### src/rtl/tt_weight_loader.sv
// Ternary weight loader: unpacks a byte stream of 2-bit weights into a packed
// InLen x OutLen weight array, masking inactive columns and illegal codes.
module tt_weight_loader #(
   parameter int InLen  = 16,
   parameter int OutLen = 8
) (
   input  logic                       clk,
   input  logic                       rst_n,
   input  logic                       load_start,
   input  logic [6:0]                 ui_param,
   input  logic                       byte_valid,
   input  logic [7:0]                 byte_in,
   output logic                       byte_ready,
   output logic [2*InLen*OutLen-1:0]  W,
   output logic                       busy,
   output logic                       done,
   output logic                       w_valid,
   output logic                       enc_err
);

   localparam int NumW = InLen * OutLen;
   localparam int PtrW = $clog2(NumW) + 1;

   typedef enum logic [1:0] {IDLE, LOAD, DONE} state_t;

   state_t          state_reg;
   logic [PtrW-1:0] ptr_reg;
   logic [4:0]      rows_reg;
   logic [3:0]      cols_reg;
   logic [PtrW-1:0] total_w;
   logic [PtrW-1:0] ptr_next;
   logic [7:0]      filt_byte;
   logic            bad_code;

   assign total_w  = PtrW'(int'(rows_reg) * OutLen);
   assign ptr_next = ptr_reg + PtrW'(4);

   // Code 10 is illegal and always flagged; legal codes survive only in active columns.
   always_comb begin
      filt_byte = '0;
      bad_code  = 1'b0;
      for (int j = 0; j < 4; j++) begin
         if (byte_in[2*j +: 2] == 2'b10)
            bad_code = 1'b1;
         else if (((int'(ptr_reg) + j) % OutLen) < int'(cols_reg))
            filt_byte[2*j +: 2] = byte_in[2*j +: 2];
      end
   end

   always_ff @(posedge clk or negedge rst_n) begin
      if (!rst_n) begin
         state_reg  <= IDLE;
         ptr_reg    <= '0;
         rows_reg   <= '0;
         cols_reg   <= '0;
         W          <= '0;
         byte_ready <= 1'b0;
         busy       <= 1'b0;
         done       <= 1'b0;
         w_valid    <= 1'b0;
         enc_err    <= 1'b0;
      end else if (load_start) begin
         // Restart wins over any byte presented in the same cycle.
         state_reg  <= LOAD;
         ptr_reg    <= '0;
         rows_reg   <= {1'b0, ui_param[6:3] & 4'b1110} + 5'd2;
         cols_reg   <= {1'b0, ui_param[2:0]} + 4'd1;
         W          <= '0;
         byte_ready <= 1'b1;
         busy       <= 1'b1;
         done       <= 1'b0;
         w_valid    <= 1'b0;
         enc_err    <= 1'b0;
      end else begin
         case (state_reg)
            LOAD: begin
               if (byte_valid) begin
                  W[{ptr_reg, 1'b0} +: 8] <= filt_byte;
                  ptr_reg <= ptr_next;
                  if (bad_code)
                     enc_err <= 1'b1;
                  if (ptr_next == total_w) begin
                     state_reg  <= DONE;
                     done       <= 1'b1;
                     w_valid    <= 1'b1;
                     busy       <= 1'b0;
                     byte_ready <= 1'b0;
                  end
               end
            end
            DONE: begin
               state_reg <= IDLE;
               done      <= 1'b0;
            end
            default: state_reg <= IDLE;
         endcase
      end
   end

endmodule

### config.mk
export PLATFORM = sky130hd
export DESIGN_NAME = tt_weight_loader
export DESIGN_NICKNAME = d
export VERILOG_FILES = /design/src/rtl/tt_weight_loader.sv
export SDC_FILE = /design/constraint.sdc
export NUM_CORES = 1
export LEC_CHECK = 0
export CORE_MARGIN = 2
export CORE_UTILIZATION = 50
export CTS_CLUSTER_DIAMETER = 150
export DETAILED_ROUTE_END_ITERATION = 10
export PLACE_DENSITY_LB_ADDON = 0.2
export SLEW_MARGIN = 20
export SYNTH_ARGS = -nofsm -noshare
export SYNTH_HDL_FRONTEND = slang
export SYNTH_SLANG_ARGS = --single-unit
### constraint.sdc
create_clock -name clk -period 7 [get_ports clk]
set_input_delay 1.05 -clock clk [delete_from_list [all_inputs] [get_ports clk]]
set_output_delay 1.05 -clock clk [all_outputs]
set_load 0.02 [all_outputs]
==> qor.yml, run 1 <==
floorplan:
  die_x_um: 159
  dieArea_mm2: 0.0254
  coreArea_mm2: 0.0235
  initial_core_util_pct: 51.2
  ios: 280
  die_height_um: 159
  placementRows: 56
critical_path:
  worst_ep_required_time_ns: 7.44
  arrival_ns: 4.21
  critPathLaunchType: "register"
  crit_chain: "inv_1, ha_1, xnor2_1, o21ai_1, nor4_2, nor2_1, a22o_1"
  worstSetupPathType: "reg2reg"
  crit_fanout: 19
  rrSetupSlack_ns: 3.22
  end_kind: "register"
  max_stage_delay_ns: 0.91
  cp_slowest_cell: "nor4_2"
timing:
  min_period_ns: 3.78
  fin_crit_sh_pct: 53.9
  finalClockSkew_ns: 0.0151
  finalHoldViolCount: 0
  tightest_slew_ns: 1.07
  relSlewSlack_pct: 28.6
  rsz0062_at_grt: "false"
  clock.fmax_mhz: 265
  worst_slack_ns: 3.22
  drv_slew: 0
  tns_ns: 0
  setup_viol: 0
yosys:
  ys.flop_type: "dfrtp_1"
  ys_warn_count: 0
  synth_common_cells: "276 x dfrtp_1, 125 x nor2_1, 99 x mux2i_1"
  synth_cell_types: 67
  netlist_area_mm2: 0.0120
  synth-seq-area-share_pct: 57.3
  synth_edf_count: 0
  syn_area_per_cell_um2: 11.2
  synthTopCellsByArea: "dfrtp_1 57%, mux2i_1 8.2%, a22o_1 5.0%, nor2_1 3.9%, nand2_1 2.8%"
  ys_ff_latch: 276
  synthArstFlopShare_pct: 100
  syn_nets: 1100
  synth_most_common_cell: "dfrtp_1"
  syn_inst: 1075
  yosysTopAreaCell: "dfrtp_1"
  synth_top_area_share_pct: 57.3
run_status:
  status: "complete, no violations"
power_and_ir_drop:
  pwr_density_cell_mw_per_mm2: 221
  p_leak_nw: 7.26
  ir_drop_mv: 0.192
placement:
  routabilityCongestion: 0.938
  place.port_buffers: 278
  dp_hpwl_um: 26100
  dpl_worst_slack_ns: 2.90
route:
  vias_per_cell: 5.89
  vias: 9856
  wire_per_inst_um: 22.6
  first_pass_iters: 5
  drtIter0Drc: 989
  ant_nets: 0
  wirelength_um: 37800
  drc: 0
clocking:
  root_buffer: "clkbuf_16"
  cts.sinks: 276
  post_cts_buffers: 0
  post_cts_resized: 0
  clock_latency_ns: 0.56
  cts-htree-levels: 1
  clk_path_buf_depth: 3
  clkTransAtPathRegs_ns: 0.07
  hold_buffers: 0
  cts_tree: "built"
  cts_made_buffers: 30
global_routing:
  grt_max_degree: 144
  overflow: 0
  antenna_found_initial: 0
  grt_pass1_wl_um: 59100
  grt_pass1_vias: 9768
  track_usage_pct: 29.5
finish:
  layout.nets: 1355
  n_antenna_cell: 0
  largest_register_ffs: 256
  areaGrowthSynthToFinish_pct: 34.0
  drive_above_1_share_pct: 7.24
run:
  max_cap_violations: 0
hold_path:
  hp-class: "in2async"
[critical path, delay by kind of cell (launching register included)]
kind            cells  cell delay, ns
compound gates      2            0.58
flops               1            0.77
fa+ha+maj           1            0.35
xor+xnor            1            0.72
simple gates        2            1.04
buf+inv             1            0.21
[layer usage]
layer | up-vias | wire length (um) | share of wire, % | global-route usage (%)
li1 | 4401 | - | - | -
met5 | - | 0 | 0 | 0
met1 | 4902 | 15600 | 41 | 40.3
met2 | 476 | 17900 | 47 | 47.0
met4 | 0 | 839 | 2.2 | 7.77
met3 | 77 | 3590 | 9.5 | 7.89
[cells in the final DEF (no fill, tap or decap), types with 11 or more instances in the layout]
cell             Yosys  routed
clkbuf_16            0      31
a21o_1              13      13
dfrtp_1            276     276
a22o_1              69      69
nor2_1             125     124
o2bb2ai_1           36      36
and3_1              13      13
nand2_1             91      91
buf_4                2      13
inv_1               14      13
mux2i_1             99      99
nand3_1             47      47
a21oi_1             20      20
a32o_1              13      13
nor3_1              20      17
clkdlybuf4s50_1      0     276
o21ai_0             30      30
nand4_1             11      11
[per-stage QoR]
| step | instance area, um2 | hold WS, ns | power (W) | util (%) | cells |
|---|---|---|---|---|---|
| after floorplan | 12000 | 0.467 | 0.00182 | - | 1075 |
| after global placement | 15100 | 0.459 | 0.00195 | 64.1 | 1616 |
| after detailed placement | 15100 | 0.465 | 0.00195 | 64.1 | 1616 |
| after CTS | 16100 | 0.487 | 0.00358 | 68.5 | 1671 |
| after global routing | 16200 | 0.359 | 0.00367 | 68.6 | 1672 |
| final | 16200 | 0.353 | 0.00357 | 68.6 | 1672 |
[worst paths after layout]
kind,cells past startpoint,start,end
hold reg to reg,2,W[128]$_DFFE_PN0P_,W[128]$_DFFE_PN0P_
max in group asynchronous,2,rst_n,W[252]$_DFFE_PN0P_
hold / removal,1,rst_n,W[214]$_DFFE_PN0P_
min in group clk,2,W[128]$_DFFE_PN0P_,W[128]$_DFFE_PN0P_
setup / recovery,7,ptr_reg[2]$_DFFE_PN0P_,W[38]$_DFFE_PN0P_
setup reg to reg,7,ptr_reg[2]$_DFFE_PN0P_,W[38]$_DFFE_PN0P_
[power by group]
part | leakage [nW] | internal (W) | total (W) | switching (W)
logic | 2.93 | 0.0000726 | 0.000319 | 0.000247
registers | 3.83 | 0.00160 | 0.00162 | 0.0000107
clock network | 0.508 | 0.000989 | 0.00164 | 0.000648
total | 7.26 | 0.00267 | 0.00357 | 0.000906
[kinds of logic after synthesis]
kind of cell | Yosys count | share of synthesized area (%)
mux | 101 | 8.41
fa+ha+maj | 6 | 0.623
simple gates | 376 | 15.4
flops | 276 | 57.3
compound gates | 216 | 14.0
xor+xnor | 16 | 1.35
buf+inv | 84 | 2.91
[layout make-up]
class | instances | area, um2
clock buffer | 43 | 891
fill | 1812 | 7390
inverter | 15 | 56.3
clock inverter | 12 | 140
timing repair buffer | 292 | 2920
multi-input combinational | 715 | 4830
sequential | 276 | 6910
tap | 319 | 399
No activity file was read; power rests on OpenSTA's default activity.
==> run 2, diff against run 1 <==
==> constraint.sdc (replaced) <==
create_clock -name clk -period 3.6 [get_ports clk]
set_input_delay 0.54 -clock clk [delete_from_list [all_inputs] [get_ports clk]]
set_output_delay 0.54 -clock clk [all_outputs]
set_load 0.02 [all_outputs]
==> qor.yml, run 2 (synthesis results as in run 1) <==
run_status:
  status: "complete, no violations"
finish:
  largest_register_ffs: 256
  mostFrequentLayoutCells: "276 x dfrtp_1, 276 x clkdlybuf4s50_1, 124 x nor2_1, 99 x mux2i_1, 91 x nand2_1"
  layout.nets: 1393
  final_cells: 1707
  n_antenna_cell: 0
  fill_cells: 1814
  areaGrowthSynthToFinish_pct: 36.1
  drive_above_1_share_pct: 9.65
route:
  vias: 10000
  first_pass_iters: 5
  wire_per_inst_um: 22.8
  ant_nets: 0
  vias_per_cell: 5.88
  drc: 0
  wirelength_um: 38900
  drtIter0Drc: 810
placement:
  place_inst: 1656
  dpl_worst_slack_ns: 0.691
  routabilityCongestion: 0.963
  dp_hpwl_um: 27300
  place.port_buffers: 278
global_routing:
  antenna_found_initial: 0
  track_usage_pct: 30.6
  overflow: 0
  grt_pass1_wl_um: 60800
  grt_max_degree: 115
  grt_pass1_vias: 10200
clocking:
  cts.sinks: 276
  post_cts_buffers: 0
  root_buffer: "clkbuf_16"
  clkTransAtPathRegs_ns: 0.06
  cts_tree: "built"
  hold_buffers: 0
  clk_path_buf_depth: 3
  post_cts_resized: 0
  cts_made_buffers: 29
  clock_latency_ns: 0.56
  cts-htree-levels: 1
critical_path:
  arrival_ns: 3.36
  end_kind: "register"
  timing.critical_path.buf_inv: 1
  crit_top_cell: "nor2_1"
  max_stage_delay_ns: 0.73
  worstSetupPathType: "reg2reg"
  cp_slowest_cell: "or4b_2"
  crit_fanout: 7
  worst_ep_required_time_ns: 3.98
  crit_chain: "inv_1, ha_1, or4b_2, o21ai_1, nor2_1, mux2i_1, nor2_1"
  critPathLaunchType: "register"
  cp_top_family: "simple AND/OR/NAND/NOR gates"
timing:
  tightest_slew_ns: 1.08
  rsz0062_at_grt: "false"
  fin_crit_sh_pct: 82.6
  worst_slack_ns: 0.626
  min_period_ns: 2.97
  relSlewSlack_pct: 27.5
  drv_slew: 0
  finalHoldViolCount: 0
  clock.fmax_mhz: 336
  setup_viol: 0
  tns_ns: 0
  finalClockSkew_ns: 0.0279
power_and_ir_drop:
  pwr_density_cell_mw_per_mm2: 424
  ir_drop_mv: 0.387
  p_leak_nw: 7.44
  internal_power_w: 0.00519
  seqPwrFrac_pct: 45.1
  pwr-share-clk_pct: 45.2
  comb_power_share_pct: 9.7
  p_sw_w: 0.00175
  p_sw_share_pct: 25.2
run:
  max_cap_violations: 0
hold_path:
  hp-class: "in2async"
floorplan:
  coreArea_mm2: 0.0235
  initial_core_util_pct: 51.2
  ios: 280
  dieArea_mm2: 0.0254
  die_x_um: 159
  placementRows: 56
  die_height_um: 159
run 2: cell types whose count changed in the layout (fill, tap and decap cells not counted), sizes merged:
cell	previous run	this run
clkbuf	43	39
clkinv	8	6
buf	16	55
clkinvlp	2	1
bufinv	3	4
inv	14	16
run 2: routing by layer:
metal	GRT usage [%]	routed length, um	vias up
li1	-	-	4460
met1	40.4	15800	5025
met2	48.8	18200	463
met3	9.20	3680	86
met4	9.83	1240	0
met5	0	0	-
run 2: worst paths after layout:
kind | start | to | slack, ns | depth (start not counted)
worst max register to register | ptr_reg[3]$_DFFE_PN0P_ | W[54]$_DFFE_PN0P_ | 0.63 | 7
worst max-delay path | ptr_reg[3]$_DFFE_PN0P_ | W[54]$_DFFE_PN0P_ | 0.63 | 7
min in group clk | load_start | cols_reg[2]$_DFFE_PN0P_ | 0.41 | 2
max in group asynchronous | rst_n | W[23]$_DFFE_PN0P_ | 2.64 | 2
worst min register to register | W[183]$_DFFE_PN0P_ | W[183]$_DFFE_PN0P_ | 0.49 | 1
worst min-delay path | rst_n | W[130]$_DFFE_PN0P_ | 0.07 | 1
run 2: cell type report:
type,instances,area [um2],share of cell area [%]
flip-flops and latches,276,6910,42.1
multi-input cells,715,4830,29.5
clock buffers,39,833,5.08
inverters,15,56.3,0.343
well taps,319,399,2.43
clock inverters,12,173,1.05
repair buffers,331,3200,19.5
run 2: worst register-to-register path: cells and delay by family, from the launching register on:
family | cells | cell delay (ns)
and+or+nand+nor | 3 | 1.18
adders and majority gates | 1 | 0.32
buffers and inverters | 1 | 0.12
AOI/OAI and AO/OA | 1 | 0.55
DFF | 1 | 0.38
muxes | 1 | 0.26
run 2: power by group through the flow:
| stage | sequential [W] | combinational [W] | clock, W |
|---|---|---|---|
| 6_report | 0.00313 | 0.000670 | 0.00314 |
| 5_1_grt | 0.00313 | 0.000718 | 0.00331 |
| 4_1_cts | 0.00313 | 0.000659 | 0.00318 |
| 3_5_place_dp | 0.00319 | 0.000656 | 0 |
| 3_3_place_gp | 0.00319 | 0.000651 | 0 |
| 2_1_floorplan | 0.00320 | 0.000335 | 0 |
run 2: through the flow:
stage	instance area, um2	power, W	hold slack (ns)	utilization (%)
3_5_place_dp	15400	0.00385	0.469	65.4
2_1_floorplan	12000	0.00353	0.244	-
3_3_place_gp	15400	0.00384	0.461	65.4
5_1_grt	16400	0.00716	0.148	69.6
4_1_cts	16400	0.00697	0.0968	69.6
6_report	16400	0.00695	0.0683	69.6
